`src/rtl/coeff_token_encoder.sv`:
```
// coeff_token_encoder: CAVLC coeff_token encoder.
// Handshakes: a transfer happens on any rising edge where valid && ready are
// both high. The source holds valid and its payload stable until that edge.
// The symbol side uses inValid/inReady. The serial side uses outValid/outReady.
// FLC and Chroma-DC codes come from internal tables. VLC0/1/2 codes come from an
// external table through lutSel/lutAddr -> lutCode/lutLen.
module coeff_token_encoder #(
  parameter int CODE_W       = 16,
  parameter int LEN_W        = 5,
  parameter int NC_W         = 5,
  parameter bit CHROMA_DC_EN = 1'b1
) (
  input  logic              clk,
  input  logic              rst_n,
  input  logic              inValid,
  output logic              inReady,
  input  logic [4:0]        totalCoeff,
  input  logic [1:0]        trailingOnes,
  input  logic              chromaDc,
  input  logic              availA,
  input  logic              availB,
  input  logic [NC_W-1:0]   nA,
  input  logic [NC_W-1:0]   nB,
  output logic [6:0]        lutAddr,
  output logic [1:0]        lutSel,
  input  logic [CODE_W-1:0] lutCode,
  input  logic [LEN_W-1:0]  lutLen,
  output logic [CODE_W-1:0] codeQ,
  output logic [LEN_W-1:0]  lenQ,
  output logic [1:0]        tblSelQ,
  output logic              outBit,
  output logic              outValid,
  output logic              outLast,
  input  logic              outReady,
  output logic              errPulse,
  output logic [1:0]        state_dbg
);

  localparam int IDX_W = $clog2(CODE_W);
  localparam logic [NC_W:0] NC_2 = (NC_W+1)'(2);
  localparam logic [NC_W:0] NC_4 = (NC_W+1)'(4);
  localparam logic [NC_W:0] NC_8 = (NC_W+1)'(8);

  typedef enum logic [1:0] {IDLE = 2'd0, LOOKUP = 2'd1, SHIFT = 2'd2} state_t;

  state_t            state;
  logic [4:0]        tc_r;
  logic [1:0]        t1_r;
  logic              cdc_r;
  logic              avail_a_r;
  logic              avail_b_r;
  logic [NC_W-1:0]   na_r;
  logic [NC_W-1:0]   nb_r;
  logic [LEN_W-1:0]  count;

  logic [NC_W:0]     nc_sum;
  logic [NC_W:0]     nc;
  logic [1:0]        tbl_sel;
  logic [3:0]        tc_m1;
  logic [11:0]       cdc_entry;
  logic [CODE_W-1:0] code_nxt;
  logic [LEN_W-1:0]  len_nxt;
  logic              bad;
  logic [IDX_W-1:0]  bit_idx;

  // Chroma DC 2x2 coeff_token table, returns {len[3:0], code[7:0]}; len 0 = undefined.
  function automatic logic [11:0] chroma_lut(input logic [1:0] t1, input logic [4:0] tc);
    logic [11:0] r;
    case ({t1, tc})
      {2'd0, 5'd0}: r = {4'd2, 8'b00000001};
      {2'd0, 5'd1}: r = {4'd6, 8'b00000111};
      {2'd1, 5'd1}: r = {4'd1, 8'b00000001};
      {2'd0, 5'd2}: r = {4'd6, 8'b00000100};
      {2'd1, 5'd2}: r = {4'd6, 8'b00000110};
      {2'd2, 5'd2}: r = {4'd3, 8'b00000001};
      {2'd0, 5'd3}: r = {4'd6, 8'b00000011};
      {2'd1, 5'd3}: r = {4'd7, 8'b00000011};
      {2'd2, 5'd3}: r = {4'd7, 8'b00000010};
      {2'd3, 5'd3}: r = {4'd6, 8'b00000101};
      {2'd0, 5'd4}: r = {4'd6, 8'b00000010};
      {2'd1, 5'd4}: r = {4'd8, 8'b00000011};
      {2'd2, 5'd4}: r = {4'd8, 8'b00000010};
      {2'd3, 5'd4}: r = {4'd7, 8'b00000000};
      default:      r = 12'd0;
    endcase
    return r;
  endfunction

  // nC derivation and table selection from the registered symbol.
  always_comb begin
    nc_sum = {1'b0, na_r} + {1'b0, nb_r} + {{NC_W{1'b0}}, 1'b1};
    if (avail_a_r && avail_b_r) nc = nc_sum >> 1;
    else if (avail_a_r)         nc = {1'b0, na_r};
    else if (avail_b_r)         nc = {1'b0, nb_r};
    else                        nc = '0;

    if (cdc_r || nc >= NC_8) tbl_sel = 2'd3;
    else if (nc >= NC_4)     tbl_sel = 2'd2;
    else if (nc >= NC_2)     tbl_sel = 2'd1;
    else                     tbl_sel = 2'd0;

    lutSel  = (tbl_sel == 2'd3) ? 2'd0 : tbl_sel;
    lutAddr = {t1_r, tc_r};
  end

  // Codeword formation and symbol validity for the LOOKUP cycle.
  always_comb begin
    tc_m1     = 4'(tc_r - 5'd1);
    cdc_entry = chroma_lut(t1_r, tc_r);
    if (tbl_sel != 2'd3) begin
      code_nxt = lutCode;
      len_nxt  = lutLen;
    end else if (cdc_r) begin
      code_nxt = CODE_W'(cdc_entry[7:0]);
      len_nxt  = LEN_W'(cdc_entry[11:8]);
    end else begin
      code_nxt = (tc_r == 5'd0) ? CODE_W'(6'b000011) : CODE_W'({tc_m1, t1_r});
      len_nxt  = LEN_W'(6);
    end

    bad = ({3'b000, t1_r} > tc_r) || (tc_r > 5'd16) || (cdc_r && tc_r > 5'd4);
    if (tbl_sel != 2'd3 && (lutLen == '0 || 32'(lutLen) > CODE_W)) bad = 1'b1;
  end

  // Control FSM: accept, look up / validate, then shift the codeword out.
  always_ff @(posedge clk or negedge rst_n) begin
    if (!rst_n) begin
      state     <= IDLE;
      tc_r      <= '0;
      t1_r      <= '0;
      cdc_r     <= 1'b0;
      avail_a_r <= 1'b0;
      avail_b_r <= 1'b0;
      na_r      <= '0;
      nb_r      <= '0;
      count     <= '0;
      codeQ     <= '0;
      lenQ      <= '0;
      tblSelQ   <= '0;
      errPulse  <= 1'b0;
    end else begin
      errPulse <= 1'b0;
      case (state)
        IDLE: begin
          if (inValid) begin
            tc_r      <= totalCoeff;
            t1_r      <= trailingOnes;
            cdc_r     <= chromaDc & CHROMA_DC_EN;
            avail_a_r <= availA;
            avail_b_r <= availB;
            na_r      <= nA;
            nb_r      <= nB;
            state     <= LOOKUP;
          end
        end
        LOOKUP: begin
          if (bad) begin
            errPulse <= 1'b1;
            state    <= IDLE;
          end else begin
            codeQ   <= code_nxt;
            lenQ    <= len_nxt;
            tblSelQ <= tbl_sel;
            count   <= len_nxt;
            state   <= SHIFT;
          end
        end
        SHIFT: begin
          if (outReady) begin
            count <= count - 1'b1;
            if (count == LEN_W'(1)) state <= IDLE;
          end
        end
        default: state <= IDLE;
      endcase
    end
  end

  // Serial outputs are decoded from registered state only.
  always_comb begin
    bit_idx   = IDX_W'(count - 1'b1);
    inReady   = (state == IDLE);
    outValid  = (state == SHIFT);
    outBit    = outValid & codeQ[bit_idx];
    outLast   = outValid && (count == LEN_W'(1));
    state_dbg = state;
  end

endmodule

```
`config.mk`:
```
export PLATFORM = sky130hd
export DESIGN_NAME = coeff_token_encoder
export DESIGN_NICKNAME = d
export VERILOG_FILES = /design/src/rtl/coeff_token_encoder.sv
export SDC_FILE = /design/constraint.sdc
export NUM_CORES = 1
export LEC_CHECK = 0
export CAP_MARGIN = 15
export CELL_PAD_IN_SITES_DETAIL_PLACEMENT = 0
export CELL_PAD_IN_SITES_GLOBAL_PLACEMENT = 2
export CORE_MARGIN = 4
export CORE_UTILIZATION = 31
export DETAILED_ROUTE_END_ITERATION = 7
export PLACE_DENSITY = 0.88
export SLEW_MARGIN = 20
export SYNTH_ARGS = -nofsm -noshare
export SYNTH_HDL_FRONTEND = slang
export SYNTH_SLANG_ARGS = --single-unit
export TNS_END_PERCENT = 20
```
`constraint.sdc`:
```
create_clock -name clk -period 4 [get_ports clk]
set_clock_uncertainty 0.15 [all_clocks]
set_input_delay 0.8 -clock clk [delete_from_list [all_inputs] [get_ports clk]]
set_output_delay 0.8 -clock clk [all_outputs]
set_load 0.1 [all_outputs]
```
==> flow_summary.json, run 1 <==
{
  "dr.pass1.iters": 4,
  "clk_latency_ns": 0.32,
  "ys_types": 67,
  "rsz0062_at_grt": "false",
  "gp_congestion": 0.854,
  "r2r_start": "nb_r[0]$_DFFE_PN0P_",
  "antenna_found_initial": 0,
  "max_freq_mhz": 267,
  "seq_area_frac_synth_pct": 38.5,
  "ctsHoldBuffers": 0,
  "ys_warn_count": 0,
  "crit_type": "reg2out",
  "cap_violations": 0,
  "ys_ff_latch": 51,
  "hold-worst-slack_ns": 0.364,
  "synth.area.top_cells": "dfrtp_1, mux2_2, mux2i_1",
  "cp.arrival_ns": 2.80,
  "cp_max_fo": 4,
  "endpoint_kind": "output pin",
  "holdCritPathClass": "reg2reg",
  "dp_hpwl_um": 6990,
  "die-width_um": 111,
  "grt_usage_pct": 14.3,
  "wl_per_cell_um": 16.6,
  "cts_tree": "yes",
  "tightest_slew_ns": 1.01,
  "die_h_um": 111,
  "crit_path_end": "lutSel[1]",
  "cp_cell_sequence": "or2_2, fa_1, a21o_1, a21o_1, a211oi_2, o211ai_1, nor3_2, buf_12",
  "rows": 37,
  "nets": 464,
  "via_count": 2698,
  "synthesis.area_mm2": 0.00331,
  "crit_path_top_delay_cell": "dfrtp_1",
  "finalHoldViolations": 0,
  "slew_headroom_pct": 32.5,
  "diodes": 0,
  "grt-ovfl-total": 0,
  "clock_sinks": 51,
  "synth_top_area_cell": "dfrtp_1",
  "cts.clk_slew.worst_paths_ns": 0.10,
  "dr_wl_met3_um": 418,
  "io_pins": 84,
  "grt_max_degree": 35,
  "finalCritPeriodShare_pct": 93.6,
  "layout-drive-gt1-share_pct": 17.0,
  "syn_inst": 325,
  "syn_area_per_cell_um2": 10.2,
  "cts_resized": 0,
  "portBuffers": 83,
  "cp-start-kind": "flop",
  "core-area_mm2": 0.0104,
  "dp_cells": 534,
  "area_growth_pct": 32.5,
  "crit_required_ns": 3.05,
  "numCtsBuffers": 5,
  "ctsLongestPathBuffers": 2,
  "wl_met2_um": 4250,
  "cpMostUsedCell": "a21o_1",
  "antenna_left": 0,
  "highest_layer": "met4",
  "yosys.area.top_type_share_pct": 38.5,
  "synth_nets": 384,
  "async_flop_share_pct": 100,
  "postLayoutCellArea_mm2": 0.00439,
  "wl_met1_um": 4290,
  "post-cts-setup-buffers": 0,
  "drc_errors": 0,
  "timing.final.ws_setup_ns": 0.254,
  "place_worst_setup_slack_ns": 0.596,
  "placed_area_mm2": 0.00427,
  "outcome": "complete, no violations",
  "dieArea_mm2": 0.0124,
  "first_global_vias": 2735,
  "cp-startpoint": "nb_r[0]$_DFFE_PN0P_",
  "initial_utilization_pct": 31.9,
  "htreeDepth": 2,
  "post-route-min-period_ns": 3.75,
  "synthFlopType": "dfrtp_1",
  "setup_viol": 0,
  "r2r_cells": 9,
  "wl_um": 9020,
  "via_per_inst": 4.98,
  "synth_edf_count": 0,
  "critPathMaxStageDelay_ns": 0.41,
  "fin_cells": 542,
  "r2r_end": "codeQ[0]$_DFFE_PN0P_",
  "drt_iter0_drc": 136,
  "grt_pass1_wl_um": 14500,
  "cts_root_buf": "clkbuf_8",
  "slew_viol_final": 0,
  "rrSetupSlack_ns": 0.78
}
==> stage by stage <==
step	TNS, ns	util (%)
after detailed placement	0	41.2
after global routing	0	42.3
final	0	42.3
after global placement	0	41.2
after CTS	0	42.3
after floorplan	-0.319	-
==> layer usage <==
| metal | GRT usage, % | up-vias |
|---|---|---|
| met1 | 20.0 | 1286 |
| met5 | 0 | - |
| met3 | 2.55 | 5 |
| met4 | 2.43 | 0 |
| met2 | 23.8 | 78 |
| li1 | - | 1329 |
==> cells in the final DEF (no fill, tap or decap), drive strengths merged, types with 3 or more instances in the layout <==
cell and count:
o221ai 3, nand2b 4, dfrtp 51, nor2 9, nand3 3, nand2 32, mux4 4, inv 30
buf 15, mux2i 19, o211ai 3, a211oi 10, a21o 4, clkdlybuf4s50 75, xor2 3, clkbuf 5
xnor2 4, ha 13, nor3 9, or3 3, o21ai 17, nor2b 3, a31oi 9, and2 3
mux2 24, and3 3, a21oi 11
==> state kept, by name, indices dropped and copies added, names as in the netlist <==
signal and flops:
avail_a_r 1, avail_b_r 1, cdc_r 1, codeQ 16
count 5, errPulse 1, lenQ 5, na_r 5
nb_r 5, state_dbg 2, t1_r 2, tblSelQ 2
tc_r 5
==> cell type report <==
type,count,area [um^2]
Fill cell,1063,5980
Sequential cell,51,1280
Inverter,29,116
Clock buffer,5,68.8
Clock inverter,3,46.3
Timing Repair Buffer,90,886
Tap cell,136,170
Multi-Input combinational cell,228,1830
==> how the worst min path moves through the flow <==
stage                          from              endpoint  slack [ns]  cells after the start
4_1_cts        count[4]$_DFFE_PN0P_  count[4]$_DFFE_PN0P_        0.36                      1
5_1_grt        count[4]$_DFFE_PN0P_  count[4]$_DFFE_PN0P_        0.38                      1
3_3_place_gp   count[4]$_DFFE_PN0P_  count[4]$_DFFE_PN0P_        0.32                      1
2_1_floorplan  count[4]$_DFFE_PN0P_  count[4]$_DFFE_PN0P_        0.31                      1
3_5_place_dp   count[4]$_DFFE_PN0P_  count[4]$_DFFE_PN0P_        0.33                      1
6_report       count[4]$_DFFE_PN0P_  count[4]$_DFFE_PN0P_        0.36                      1
==> synth_stat cells (3+ instances only) <==
library cell  instances
a211oi_1              8
a21o_1                4
a21oi_1              11
a31oi_1               9
and3_1                3
buf_2                 3
buf_6                 3
clkbuf_1              8
dfrtp_1              51
ha_1                 13
inv_1                27
mux2_2               19
mux2_4                5
mux2i_1              19
mux4_2                4
nand2_1              32
nand2b_1              4
nand3_1               3
nor2_1                7
nor2b_1               3
nor3_1                7
o211ai_1              3
o21ai_0              16
o221ai_1              3
or3_1                 3
xnor2_1               4
xor2_1                3
==> logic make-up after synthesis <==
| group | synth area share [%] |
|---|---|
| DFF | 38.5 |
| and+or+nand+nor | 12.0 |
| muxes | 17.2 |
| adders and majority gates | 5.51 |
| buffers and inverters | 6.68 |
| AOI/OAI and AO/OA | 18.2 |
| xor gates and xnor gates | 1.85 |
==> worst max-delay path, delay by kind of cell, from the launching register on <==
family,cells,cell delay [ns]
and+or+nand+nor,2,0.59
buffers and inverters,1,0.21
DFF,1,0.41
AOI/OAI and AO/OA,4,0.86
adders and majority gates,1,0.40
Power of run 1 is not shown: default switching activity piles up to over one toggle a cycle in this logic, so the estimate is an artifact.
==> run 2, diff against run 1 <==
--- a/config.mk
+++ b/config.mk
@@ -5,13 +5,14 @@
 export SDC_FILE = /design/constraint.sdc
 export NUM_CORES = 1
 export LEC_CHECK = 0
+export ABC_AREA = 1
 export CAP_MARGIN = 15
 export CELL_PAD_IN_SITES_DETAIL_PLACEMENT = 0
 export CELL_PAD_IN_SITES_GLOBAL_PLACEMENT = 2
 export CORE_MARGIN = 4
-export CORE_UTILIZATION = 31
+export CORE_UTILIZATION = 27
 export DETAILED_ROUTE_END_ITERATION = 7
-export PLACE_DENSITY = 0.88
+export PLACE_DENSITY_LB_ADDON = 0.1
 export SLEW_MARGIN = 20
 export SYNTH_ARGS = -nofsm -noshare
 export SYNTH_HDL_FRONTEND = slang
==> run 2 against run 1 <==
Sequential cell count did not move; worst hold slack worse by 0.027 ns; clock-buffer cell count did not move; worst setup slack better by 0.28 ns; utilization fell by 4.9 points; critical endpoint is now outBit; highest routed layer unchanged.
==> flow_summary.json, run 2 <==
{
  "cts.clk_slew.worst_paths_ns": 0.07,
  "antenna_found_initial": 0,
  "antenna_left": 0,
  "ys_warn_count": 0,
  "postLayoutCellArea_mm2": 0.00435,
  "via_count": 3077,
  "finalHoldViolations": 0,
  "tns_ns": 0,
  "synth_top_area_cell": "dfrtp_1",
  "die_h_um": 118,
  "crit_type": "reg2out",
  "htreeDepth": 2,
  "max_freq_mhz": 289,
  "synth_edf_count": 0,
  "cp.arrival_ns": 2.51,
  "fill_cells": 1291,
  "setup_viol": 0,
  "holdPathEnd": "lenQ[2]$_DFFE_PN0P_",
  "ctsHoldBuffers": 0,
  "dp_hpwl_um": 7370,
  "cap_violations": 0,
  "numCtsBuffers": 5,
  "area_growth_pct": 33.4,
  "layout-drive-gt1-share_pct": 8.12,
  "final_common_cell": "nand2_1",
  "syn_inst": 436,
  "hold_start": "lenQ[2]$_DFFE_PN0P_",
  "endpoint_kind": "output pin",
  "grt_max_degree": 33,
  "via_per_inst": 4.66,
  "grt_usage_pct": 14.0,
  "seq_area_mm2": 0.00128,
  "drc_errors": 0,
  "crit_required_ns": 3.05,
  "cp-start-kind": "flop",
  "cp-startpoint": "count[0]$_DFFE_PN0P_",
  "outcome": "complete, no violations",
  "grt_pass1_wl_um": 16000,
  "synth_common_cells": "nand2_1, dfrtp_1, inv_1, nand3_1, o21ai_0",
  "post-cts-setup-buffers": 0,
  "clock_sinks": 51,
  "ys_ff_latch": 51,
  "synthFlopType": "dfrtp_1",
  "largest_reg_flops": 16,
  "timing.final.ws_setup_ns": 0.536,
  "gp_congestion": 0.814,
  "ys_types": 39,
  "rsz0062_at_grt": "false",
  "slew_viol_final": 0,
  "die-width_um": 118,
  "cts_root_buf": "clkbuf_16",
  "max_flop_register": "codeQ",
  "io_pins": 84,
  "wl_um": 9380,
  "drt_iter0_drc": 133,
  "tightest_slew_ns": 1.00,
  "r2r_end": "codeQ[6]$_DFFE_PN0P_",
  "slew_headroom_pct": 33.1,
  "rows": 39,
  "initial_utilization_pct": 28.1,
  "r2r_start": "nb_r[0]$_DFFE_PN0P_",
  "clk_latency_ns": 0.30,
  "finalCritPeriodShare_pct": 86.6,
  "nets": 575,
  "portBuffers": 83,
  "diodes": 0,
  "core-area_mm2": 0.0116,
  "dr.pass1.iters": 5,
  "rrSetupSlack_ns": 1.28,
  "synth_nets": 495,
  "post-route-min-period_ns": 3.46,
  "synth.area.top_cells": "dfrtp_1, nand2_1, ha_1",
  "ctsLongestPathBuffers": 2,
  "grt-ovfl-total": 0,
  "yosys.area.top_type_share_pct": 39.2,
  "synthesis.area_mm2": 0.00326,
  "worst_hold_path.num_cells": 2,
  "r2r_cells": 12,
  "placed_area_mm2": 0.00418,
  "dieArea_mm2": 0.0139,
  "final_cell_mix": "nand2_1, clkdlybuf4s50_1, dfrtp_1, inv_1",
  "syn_area_per_cell_um2": 7.48,
  "wl_per_cell_um": 14.2,
  "first_global_vias": 3068,
  "holdCritPathClass": "reg2reg",
  "cts_resized": 0,
  "cp_max_fo": 11,
  "place_worst_setup_slack_ns": 0.849,
  "synth.most_common_cell": "nand2_1",
  "seq_area_frac_synth_pct": 39.2,
  "multi_input_area_mm2": 0.00172,
  "cts_tree": "yes",
  "async_flop_share_pct": 100
}
[run 2: cell types whose count changed after synthesis, sizes merged, moves of 6 or more]
cell | before | now
nand2 | 32 | 180
inv | 29 | 35
nand3 | 3 | 27
nor2 | 9 | 22
nand4 | 1 | 11
nor3 | 9 | 0
a31oi | 9 | 0
mux2 | 24 | 0
a211oi | 10 | 2
mux2i | 19 | 0
o21ai | 17 | 44
[run 2: final cells by class]
type,count,area share [%]
multi-input combinational,333,39.6
sequential,51,29.3
timing repair buffer,86,19.4
tap,143,4.11
inverter,39,3.51
clock buffer,5,2.88
clock inverter,3,1.09
[run 2: worst max path at each step]
stage / end / slack [ns] / cells after the start
2_1_floorplan: lutSel[0] / 0.22 / 10
4_1_cts: outBit / 0.50 / 9
5_1_grt: outBit / 0.28 / 10
3_3_place_gp: outBit / 0.89 / 9
6_report: outBit / 0.54 / 9
3_5_place_dp: outBit / 0.85 / 9
[run 2: critical path, cell delays in order (launching register included)]
cell and delay (ns):
dfrtp_1 0.53, inv_1 0.25, ha_1 0.40, inv_1 0.17, a21oi_1 0.06, a32o_1 0.22
o211ai_1 0.15, nand2_1 0.08, nor2_2 0.16, buf_12 0.19
[run 2: per-layer routing]
| layer | share of wire [%] | vias up | track usage (%) |
|---|---|---|---|
| li1 | - | 1573 | - |
| met1 | 46 | 1437 | 18.3 |
| met2 | 48 | 62 | 23.2 |
| met3 | 4.7 | 5 | 3.41 |
| met4 | 1.0 | 0 | 3.30 |
| met5 | 0 | - | 0 |
[run 2: cell families (layout without fill, tap and decap cells)]
kind of cell	Yosys count	after routing	share of synthesized area, %
flops	51	51	39.2
buf+inv	52	133	8.06
xor+xnor	8	8	2.15
simple gates	241	241	31.7
compound gates	70	70	13.3
fa+ha+maj	14	14	5.60
[run 2: stage by stage]
stage                     hold WS (ns)  utilization (%)  instances
after floorplan                  0.319                -        436
after global placement           0.321             36.0        652
after detailed placement         0.327             36.0        652
after CTS                        0.345             37.4        660
after global routing             0.382             37.4        660
final                            0.337             37.4        660
Power of run 2 is left out for the same reason.
